File: config.mk
export PLATFORM = sky130hd
export DESIGN_NAME = i2s_rx_fifo
export DESIGN_NICKNAME = d
export VERILOG_FILES = /design/src/rtl/i2s_rx_fifo.sv
export SDC_FILE = /design/constraint.sdc
export NUM_CORES = 1
export LEC_CHECK = 0
export ABC_CLOCK_PERIOD_IN_PS = 2600
export CAP_MARGIN = 25
export CORE_UTILIZATION = 35
export DETAILED_ROUTE_END_ITERATION = 12
export PLACE_DENSITY = 0.52
export SLEW_MARGIN = 10
export SYNTH_ARGS = -nofsm -noshare
export SYNTH_HDL_FRONTEND = slang
export SYNTH_SLANG_ARGS = --single-unit
File: constraint.sdc
create_clock -name sck -period 2.6 [get_ports sck]
set_input_delay 0.78 -clock sck [delete_from_list [all_inputs] [get_ports sck]]
set_output_delay 0.78 -clock sck [all_outputs]
set_load 0.02 [all_outputs]
File: src/rtl/i2s_rx_fifo.sv
// -----------------------------------------------------------------------------
// i2s_rx_fifo
//
// Serial-audio receiver with a show-ahead output FIFO. Words arrive MSB first
// on sd, framed by ws. Each word is tagged with its channel (0 = left,
// 1 = right), truncated or zero-padded to WIDTH bits, and queued for a
// valid/ready consumer. Everything runs on posedge sck.
//
// Parameters
//   WIDTH      : stored sample width in bits (2..32)
//   FIFO_DEPTH : FIFO entries, power of two (2..16)
//   MODE       : 0 = I2S (MSB one sck after the ws edge)
//                1 = left-justified (MSB in the same sck as the ws edge)
//
// Optional feature
//   I2S_RX_PARITY_EN : when defined, each entry also stores the XOR of its
//                      WIDTH data bits, and the out_parity port shows the
//                      parity of the head entry.
//
// Ports
//   sck        in  : bit clock; all logic on posedge
//   reset      in  : synchronous, active-high reset
//   ws         in  : word select (0 = left, 1 = right)
//   sd         in  : serial data, MSB first
//   out_ready  in  : consumer accepts the head entry
//   out_valid  out : FIFO non-empty
//   out_data   out : head sample (don't-care while out_valid = 0)
//   out_chan   out : head channel (don't-care while out_valid = 0)
//   level      out : current occupancy
//   full       out : level == FIFO_DEPTH
//   overflow   out : sticky flag, a completed word was dropped; cleared by reset
//   out_parity out : head parity, 0 while empty (I2S_RX_PARITY_EN only)
// -----------------------------------------------------------------------------
module i2s_rx_fifo #(
  parameter int WIDTH      = 24,
  parameter int FIFO_DEPTH = 4,
  parameter int MODE       = 0
) (
  input  logic                              sck,
  input  logic                              reset,
  input  logic                              ws,
  input  logic                              sd,
  input  logic                              out_ready,
  output logic                              out_valid,
  output logic [WIDTH-1:0]                  out_data,
  output logic                              out_chan,
  output logic [$clog2(FIFO_DEPTH+1)-1:0]   level,
  output logic                              full,
  output logic                              overflow
`ifdef I2S_RX_PARITY_EN
  ,
  output logic                              out_parity
`endif
);

  localparam int CW = $clog2(WIDTH + 1);       // bit counter, holds 0..WIDTH
  localparam int PW = $clog2(FIFO_DEPTH);      // FIFO pointer width
  localparam int LW = $clog2(FIFO_DEPTH + 1);  // occupancy width, holds 0..FIFO_DEPTH

  // Elaboration-time parameter sanity checks.
  if (WIDTH < 2 || WIDTH > 32) begin : g_bad_width
    $error("i2s_rx_fifo: WIDTH must be in 2..32");
  end
  if (FIFO_DEPTH < 2 || FIFO_DEPTH > 16 || (FIFO_DEPTH & (FIFO_DEPTH - 1)) != 0) begin : g_bad_depth
    $error("i2s_rx_fifo: FIFO_DEPTH must be a power of two in 2..16");
  end
  if (MODE != 0 && MODE != 1) begin : g_bad_mode
    $error("i2s_rx_fifo: MODE must be 0 or 1");
  end

  // One FIFO entry: channel tag, sample and (optionally) its parity.
  typedef struct packed {
    logic             chan;
    logic [WIDTH-1:0] data;
`ifdef I2S_RX_PARITY_EN
    logic             parity;
`endif
  } entry_t;

  // ---------------------------------------------------------------------------
  // ws edge detection
  // ---------------------------------------------------------------------------
  logic wsd;       // ws delayed by one sck
  logic wsd_reg;   // ws delayed by two sck
  logic p;         // ws edge: a new word starts this cycle
  logic ch;        // channel of the word that starts on p

  // In I2S framing the MSB lags ws by one sck, so the edge is taken one stage
  // later than in left-justified framing, where MSB and ws change together.
  always_comb begin
    if (MODE == 0) begin
      p  = wsd ^ wsd_reg;
      ch = wsd;
    end else begin
      p  = ws ^ wsd;
      ch = ws;
    end
  end

  // ---------------------------------------------------------------------------
  // Deserialiser
  // ---------------------------------------------------------------------------
  logic [WIDTH-1:0] shift;
  logic [WIDTH-1:0] shift_nxt;
  logic [CW-1:0]    cnt;
  logic [CW-1:0]    cnt_nxt;
  logic             started;   // at least one ws edge seen since reset
  logic             cur_chan;  // channel of the word being assembled

  // NOTE: every variable assigned in always_comb gets a default first, so
  // no path through the block can leave it unassigned and infer a latch.
  always_comb begin
    shift_nxt = shift;
    cnt_nxt   = cnt;
    if (p) begin
      // New word: MSB lands at the top, the rest starts as zero so a short
      // word ends up zero-padded in its LSBs.
      shift_nxt          = '0;
      shift_nxt[WIDTH-1] = sd;
      cnt_nxt            = CW'(1);
    end else if (started && cnt < CW'(WIDTH)) begin
      // Bit number cnt (counting from the MSB) goes to position WIDTH-1-cnt.
      for (int i = 0; i < WIDTH; i++) begin
        if (cnt == CW'(WIDTH - 1 - i)) shift_nxt[i] = sd;
      end
      cnt_nxt = cnt + CW'(1);
    end
    // Once cnt reaches WIDTH the remaining bits of a long word are ignored.
  end

  // ---------------------------------------------------------------------------
  // FIFO control
  // ---------------------------------------------------------------------------
  entry_t        mem [FIFO_DEPTH];
  entry_t        wr_entry;
  entry_t        head;
  logic [PW-1:0] wr_ptr;
  logic [PW-1:0] rd_ptr;
  logic          push_req;  // a completed word is ready to be stored
  logic          push_ok;   // ... and there is room for it
  logic          drop;      // ... but the FIFO is full and nothing leaves
  logic          pop;

  // The edge that starts a word also terminates the previous one; the very
  // first edge after reset has no previous word behind it.
  assign push_req = p & started;
  assign pop      = out_valid & out_ready;
  // A pop in the same cycle frees the slot the push needs.
  assign push_ok  = push_req & (~full | pop);
  assign drop     = push_req & full & ~pop;

  always_comb begin
    wr_entry      = '0;
    wr_entry.chan = cur_chan;
    wr_entry.data = shift;
`ifdef I2S_RX_PARITY_EN
    wr_entry.parity = ^shift;
`endif
  end

  // NOTE: sequential state is written with non-blocking assignments only, so
  // every register samples the pre-edge values of the others (wsd/wsd_reg
  // form a real two-stage delay line rather than collapsing into one).
  always_ff @(posedge sck) begin
    if (reset) begin
      wsd      <= 1'b0;
      wsd_reg  <= 1'b0;
      shift    <= '0;
      cnt      <= '0;
      started  <= 1'b0;
      cur_chan <= 1'b0;
      wr_ptr   <= '0;
      rd_ptr   <= '0;
      level    <= '0;
      overflow <= 1'b0;
    end else begin
      wsd     <= ws;
      wsd_reg <= wsd;
      shift   <= shift_nxt;
      cnt     <= cnt_nxt;
      if (p) begin
        cur_chan <= ch;
        started  <= 1'b1;
      end

      // Pointers wrap naturally because FIFO_DEPTH is a power of two.
      if (push_ok) wr_ptr <= wr_ptr + PW'(1);
      if (pop)     rd_ptr <= rd_ptr + PW'(1);

      // level is kept separately from the pointers so that full and empty
      // remain distinguishable when wr_ptr == rd_ptr.
      unique case ({push_ok, pop})
        2'b10:   level <= level + LW'(1);
        2'b01:   level <= level - LW'(1);
        default: level <= level;
      endcase

      if (drop) overflow <= 1'b1;
    end
  end

  // NOTE: the storage array has no reset; out_valid (driven by level) is what
  // qualifies its contents, and leaving it unreset lets it map onto plain
  // RAM/flops without a reset tree.
  always_ff @(posedge sck) begin
    if (!reset && push_ok) mem[wr_ptr] <= wr_entry;
  end

  // ---------------------------------------------------------------------------
  // Show-ahead read port
  // ---------------------------------------------------------------------------
  assign head      = mem[rd_ptr];
  assign out_valid = (level != '0);
  assign full      = (level == LW'(FIFO_DEPTH));
  assign out_data  = head.data;
  assign out_chan  = head.chan;
`ifdef I2S_RX_PARITY_EN
  // Gated so the port reads 0 out of reset and whenever the FIFO is empty.
  assign out_parity = out_valid & head.parity;
`endif

endmodule

# Word-level counts from Yosys, hierarchy flattened
# Memories as Yosys holds them, arrays and structs flattened. A register that Yosys moved wholly into a read port is not among the register bits.
# Cells that the tools add are included.
# totals
regBits	41
ramBits	100
output_inout_bits	31
elab_cells	142
memories	1
# mem_list
name	words	word_bits	rd	rd_clocked_by_memory_dff	wr	line	source
mem	4	25	1	1	1	134	entry_t mem [FIFO_DEPTH];
# op_classes
n_addsub	5
n_lt_le_gt_ge	1
n_eq_ne	26
mux	33
bitwise	9
reduce_logical	33
# ops
cell	count
$mux W24	2
$reduce_and A2 Y1	24
$eq A5 B4 Y1 const B	8
$eq A5 B5 Y1 const B	8
$mux W1	28
$eq A5 B3 Y1 const B	4
$eq A5 B2 Y1 const B	2
$pmux W3 S2	1
$reduce_bool A2 Y1	3
$add A5 B1 Y5 const B	1
$and A1 B1 Y1	5
$eq A5 B1 Y1 const B	1
$logic_not A5 Y1	1
$lt A5 B5 Y1 const B	1
$add A2 B1 Y2 const B	2
$mux W2	2
$add A3 B1 Y3 const B	1
$eq A3 B3 Y1 const B	1
$reduce_bool A3 Y1	1
$sub A3 B1 Y3 const B	1
$eq A2 B1 Y1 const B	1
$eq A2 B2 Y1 const B	1
$logic_and A1 B1 Y1	2
$not A1 Y1	2
other kinds (4)	4

# Logic depth before layout (Yosys ltp)
# Gate-level depths: netlist of the first run.
# logic_depth
word_depth	7
mapped_depth	10
depth_no_buf	9

# Worst setup path after synthesis of the first run
# OpenSTA, ideal clock, no wires.
# synth_timing
path_type	input to register
from	input port out_ready
to	memory mem[0][0] (netlist name), enable pin
arrival_time_ns	2.239
required_ns	2.197
slack_ns	-0.043
cell_stages	4
path_cell_list	nor4b_4 -> nor3_4 -> inv_2 -> nor3b_2
# synth_via
elab_chain_len	6
# synth_lines
element	line	source
start: declaration	43	input logic out_ready,
$and A1 B1 Y1	147	assign pop = out_valid & out_ready;
$or A1 B1 Y1	149	assign push_ok = push_req & (~full | pop);
$and A1 B1 Y1	149	
$logic_and A1 B1 Y1	206	if (!reset && push_ok) mem[wr_ptr] <= wr_entry;
$mux W1	206	
$mux W1 (not written as such)	206	
end: declaration	134	
# Every way passes these cells.

==> results of run 1 <==
metrics by stage:
| stage | hold slack (ns) | cell area (µm²) | setup slack [ns] |
|---|---|---|---|
| 3_5_place_dp | 0.484 | 6540 | -0.372 |
| 2_1_floorplan | 0.454 | 5740 | -0.0427 |
| 4_1_cts | 0.511 | 7080 | -0.00587 |
| 3_3_place_gp | 0.481 | 6540 | -0.315 |
| 5_1_grt | 0.527 | 7010 | 0.0139 |
| 6_report | 0.502 | 7010 | 0.0732 |
metal layers:
| layer | wire length, µm | vias up |
|---|---|---|
| met5 | 0 | - |
| met4 | 94 | 0 |
| met3 | 337 | 12 |
| met2 | 5190 | 49 |
| met1 | 5260 | 1555 |
| li1 | - | 1486 |
Yosys cell counts, drive strengths merged, types with 2 or more instances:
library cell    n
and4b           2
clkbuf          4
nand2b          5
and4bb          3
mux2i          10
buf            14
or3             4
xnor2           3
xor2            4
edfxtp        100
nor2b           2
o21ai          19
nor2           10
a21oi          24
nand2          11
nand3          16
dfxtp          43
nand3b          9
inv            16
nor3b           4
nor4b           2
ha             10
nand4bb         2
and3            2
mux4           25
power breakdown:
| group | switching, mW | internal (mW) | leakage (nW) |
|---|---|---|---|
| Combinational | 0.306 | 0.300 | 0.885 |
| Sequential | 0.0589 | 2.45 | 1.32 |
| Clock | 0.883 | 1.48 | 0.286 |
repair_timing:
item | CTS | global route
hold buffers | 0 | 0
setup endpoints to repair | 25 | 15
hold endpoints to repair | 0 | 0
pin swaps | 0 | 1
resized for setup | 81 | 15
worst paths after layout:
| path | start | end | slack (ns) | depth (start not counted) |
|---|---|---|---|---|
| min reg2reg | shift[21]$_SDFFE_PP0P_ | mem[1][21]$_DFFE_PP_ | 0.50 | 0 |
| max reg2reg | level[2]$_SDFFE_PP0P_ | level[2]$_SDFFE_PP0P_ | 0.40 | 9 |
| max | register | out_data[20] | 0.07 | 3 |
| min | shift[21]$_SDFFE_PP0P_ | mem[1][21]$_DFFE_PP_ | 0.50 | 0 |
cell families after synthesis:
logic type	after synthesis	share of synthesized area [%]
compound gates	49	5.06
xor+xnor	7	1.20
simple gates	75	9.07
flops	143	67.3
fa+ha+maj	11	2.53
buf+inv	34	2.99
mux	36	11.8
final cells by class:
cell class	instances	share of cell area, %
inverters	16	0.856
multi-input cells	178	24.6
flip-flops and latches	143	55.2
clock inverters	15	2.16
clock buffers	17	6.07
repair buffers	60	7.24
well taps	216	3.85
critical path, stage by stage, from the launching register on:
cell and delay (ns):
dfxtp_4 0.42, buf_6 0.15, mux4_2 0.48, clkdlybuf4s15_2 0.26
==> results.toml, run 1 <==
[run_status]
status = "finished clean"

[layout]
reg_top3 = "mem: 100 flops, shift: 24 flops, cnt: 5 flops"
nFillCells = 1456
seqCellArea_mm2 = 0.00387
layout_common_cells = "edfxtp_1 (100), dfxtp_1 (40), mux4_2 (25)"
utilization_pct = 44.0
multiInputGateArea_mm2 = 0.00173
drive_gt1_share_pct = 28.7
layout_commonest_cell = "edfxtp_1"
top_register = "mem"
largest_register_ffs = 100
antenna_cells = 0
fin_cells = 645
nets = 432
syn2layout_area_growth_pct = 22.2

[logic_synthesis]
synth_warnings = 0
syn_area_mm2 = 0.00574
yosys_most_used_dff = "edfxtp_1"
synth_fp_nets = 371
netlist.area_leader.share_pct = 52.3
syn_inst = 355
synthTopCellsByArea = "edfxtp_1 (52%), dfxtp_1 (15%), mux4_2 (9.8%)"
synth-seq-cells = 143
synth_area_per_cell_um2 = 16.2
synth_enable_flop_cells = 100
netlist.top_cell.by_area = "edfxtp_1"
ys_seq_area_share_pct = 67.3
yosysUniqueCellTypes = 43
async_reset_ff_share_pct = 0

[sta]
timing.fmax_mhz = 396
relSlewSlack_pct = 65.8
rsz0062_at_grt = "false"
fin_crit_sh_pct = 97.2
fin_crit_ns = 2.53
finalSetupTns_ns = 0
tightest_slew_ns = 0.512
hold_viol = 0
finClkSkew_ns = 0.0132
setup_viol = 0
finalMaxSlewViolations = 0

[floorplan]
num_io_pins = 36
core_area_mm2 = 0.0159
die_h_um = 130
die_x_um = 130
start_util_pct = 36.0
placementRows = 46
die_area_mm2 = 0.0169

[routing]
route.detailed.drc = 0
firstDrtPassIters = 4
wl_um = 10900
via_count = 3102
viasPerCell = 4.81
drt_iter0_markers = 140
postRouteAntennaNets = 0
wl_per_cell_um = 16.9

[worst_setup_path]
path_class = "reg -> out"
crit_required_ns = 1.82
end_kind = "primary output"
critPathMaxFanout = 5
arrival_ns = 1.75
startpoint_type = "register"

[global_routing]
grt_max_degree = 33
antenna_found_initial = 0
busiest_layer = "met2"
use_met1_pct = 18.6
gr-total-overflow = 0
use_met2_pct = 22.3
grt_first_pass_wirelength_um = 17300
grt_pass1_vias = 3213
track_usage_pct = 14.2
use_met3_pct = 4.55

[clock_tree]
htreeDepth = 4
cts_buffer_depth = 2
cts.sinks = 143
cts_tree = "done"
post_cts_buffers = 0
clk_pin_slew_ns = 0.06
clockRootBuffer = "clkbuf_16"
cts_inserted_buffers = 17
clk-insertion-delay-late_ns = 0.42

[pwr]
p_leak_nw = 2.49
power_density_mw_per_mm2 = 782
peakVddDrop_uv = 510
total_power_mw = 5.48

[place]
hpwl_um = 6930
place.gp.congestion = 0.713
dp.cells = 613
portBuffers = 35

[worst_hold_path]
hold_class = "reg -> reg"

[job]
maxCapViolations = 0
Power figures use the tool's default switching activity.
==> inputs of run 2 (changes only) <==
--- a/config.mk
+++ b/config.mk
@@ -8,8 +8,9 @@
 export ABC_CLOCK_PERIOD_IN_PS = 2600
 export CAP_MARGIN = 25
 export CORE_UTILIZATION = 35
+export CTS_BUF_LIST = sky130_fd_sc_hd__clkbuf_4 sky130_fd_sc_hd__clkbuf_8
 export DETAILED_ROUTE_END_ITERATION = 12
-export PLACE_DENSITY = 0.52
+export PLACE_DENSITY = 0.58
 export SLEW_MARGIN = 10
 export SYNTH_ARGS = -nofsm -noshare
 export SYNTH_HDL_FRONTEND = slang
==> results.toml, run 2 (synthesis gave the netlist of run 1 again) <==
[clock_tree]
cts_hold_buf = 0
clk-insertion-delay-late_ns = 0.44
clk_pin_slew_ns = 0.07
cts_buffer_depth = 2
clockRootBuffer = "clkbuf_8"
post_cts_buffers = 0
htreeDepth = 4
cts_tree = "done"
cts_inserted_buffers = 17
cts.sinks = 143

[place]
hpwl_um = 6400
place.gp.congestion = 0.716
post-place-ws_ns = -0.394
portBuffers = 35
place_area_mm2 = 0.00650
dp.cells = 606

[layout]
drive_gt1_share_pct = 29.2
seqCellArea_mm2 = 0.00387
top_register = "mem"
nets = 427
layout_common_cells = "edfxtp_1 (100), dfxtp_1 (40), mux4_2 (25)"
largest_register_ffs = 100
nFillCells = 1444
multiInputGateArea_mm2 = 0.00173
reg_top3 = "mem: 100 flops, shift: 24 flops, cnt: 5 flops"
syn2layout_area_growth_pct = 19.7
layout_commonest_cell = "edfxtp_1"
fin_cells = 640
antenna_cells = 0
design_area_mm2 = 0.00687

[worst_setup_path]
ff2ff_setup_slack_ns = 0.41
rr_endpoint = "level[2]$_SDFFE_PP0P_"
reg2regPathDepth = 9
crit_required_ns = 1.82
startpoint_type = "register"
reg2reg_from = "level[2]$_SDFFE_PP0P_"
end_kind = "primary output"
arrival_ns = 1.82
path_class = "reg -> out"
critPathMaxFanout = 5

[worst_hold_path]
min_to = "overflow$_SDFFE_PP0P_"
hold_depth = 2
hold_class = "reg -> reg"
hold_start = "overflow$_SDFFE_PP0P_"

[pwr]
power_density_mw_per_mm2 = 718
peakVddDrop_uv = 337
p_leak_nw = 2.40
total_power_mw = 4.93

[sta]
rsz0062_at_grt = "true"
relSlewSlack_pct = 66.0
holdWs_ns = 0.506
finalMaxSlewViolations = 0
setup_ws_ns = 0.00177
finClkSkew_ns = 0.0113
hold_viol = 0
fin_crit_ns = 2.60
fin_crit_sh_pct = 99.9
timing.fmax_mhz = 385
setup_viol = 0
tightest_slew_ns = 0.510

[global_routing]
grt_first_pass_wirelength_um = 17200
antenna_found_initial = 0
grt_pass1_vias = 3236
gr-total-overflow = 0
track_usage_pct = 14.1
grt_max_degree = 33

[floorplan]
num_io_pins = 36
die_x_um = 130
start_util_pct = 36.0
placementRows = 46
die_area_mm2 = 0.0169
core_area_mm2 = 0.0159
die_h_um = 130

[routing]
via_count = 3049
wl_um = 10800
postRouteAntennaNets = 0
firstDrtPassIters = 4
drt_iter0_markers = 240
viasPerCell = 4.76
route.detailed.drc = 0
wl_per_cell_um = 16.8

[job]
maxCapViolations = 0

[run_status]
status = "finished clean"
[run 2: final cells by class]
class / count / share of cell area, %
Inverter: 16 / 0.875
Clock buffer: 20 / 3.92
Timing Repair Buffer: 55 / 7.80
Clock inverter: 12 / 1.95
Sequential cell: 143 / 56.4
Tap cell: 216 / 3.94
Multi-Input combinational cell: 178 / 25.2
[run 2: how the worst max path moves through the flow]
stage / endpoint / cells past startpoint / slack [ns]
2_1_floorplan: mem[0][0]$_DFFE_PP_ / 4 / -0.04
3_3_place_gp: level[2]$_SDFFE_PP0P_ / 10 / -0.34
3_5_place_dp: level[2]$_SDFFE_PP0P_ / 10 / -0.39
4_1_cts: out_data[18] / 3 / -0.04
5_1_grt: out_data[20] / 3 / -0.08
6_report: out_chan / 3 / 0.002
[run 2: metal layers]
layer	routed length (µm)	global-route usage (%)	part of all wire (%)
met5	0	0	0
met4	133	6.09	1.2
met3	497	4.26	4.6
met2	5200	22.6	48
met1	4920	17.7	46
[run 2: metrics by stage]
stage / TNS (ns) / utilization, %
floorplan: -3.75 / -
global placement: -0.538 / 40.7
detailed placement: -4.29 / 40.7
CTS: -0.620 / 43.1
global route: -1.12 / 43.1
finish: 0 / 43.1
[run 2: power breakdown]
group          switching [mW]  internal, mW
logic                   0.325         0.344
clock network           0.840         0.920
registers              0.0519          2.45
[run 2: critical path, cell delays in order, from the launching register on]
cell	delay, ns
dfxtp_4	0.40
bufbuf_16	0.29
mux4_2	0.51
buf_2	0.18
[run 2: repair_timing]
| action | 4_1_cts | 5_1_grt |
|---|---|---|
| endpoints found under the setup margin | 26 | 22 |
| pin swaps | 0 | 1 |
| resized for setup | 97 | 6 |
| cloned | 2 | 0 |
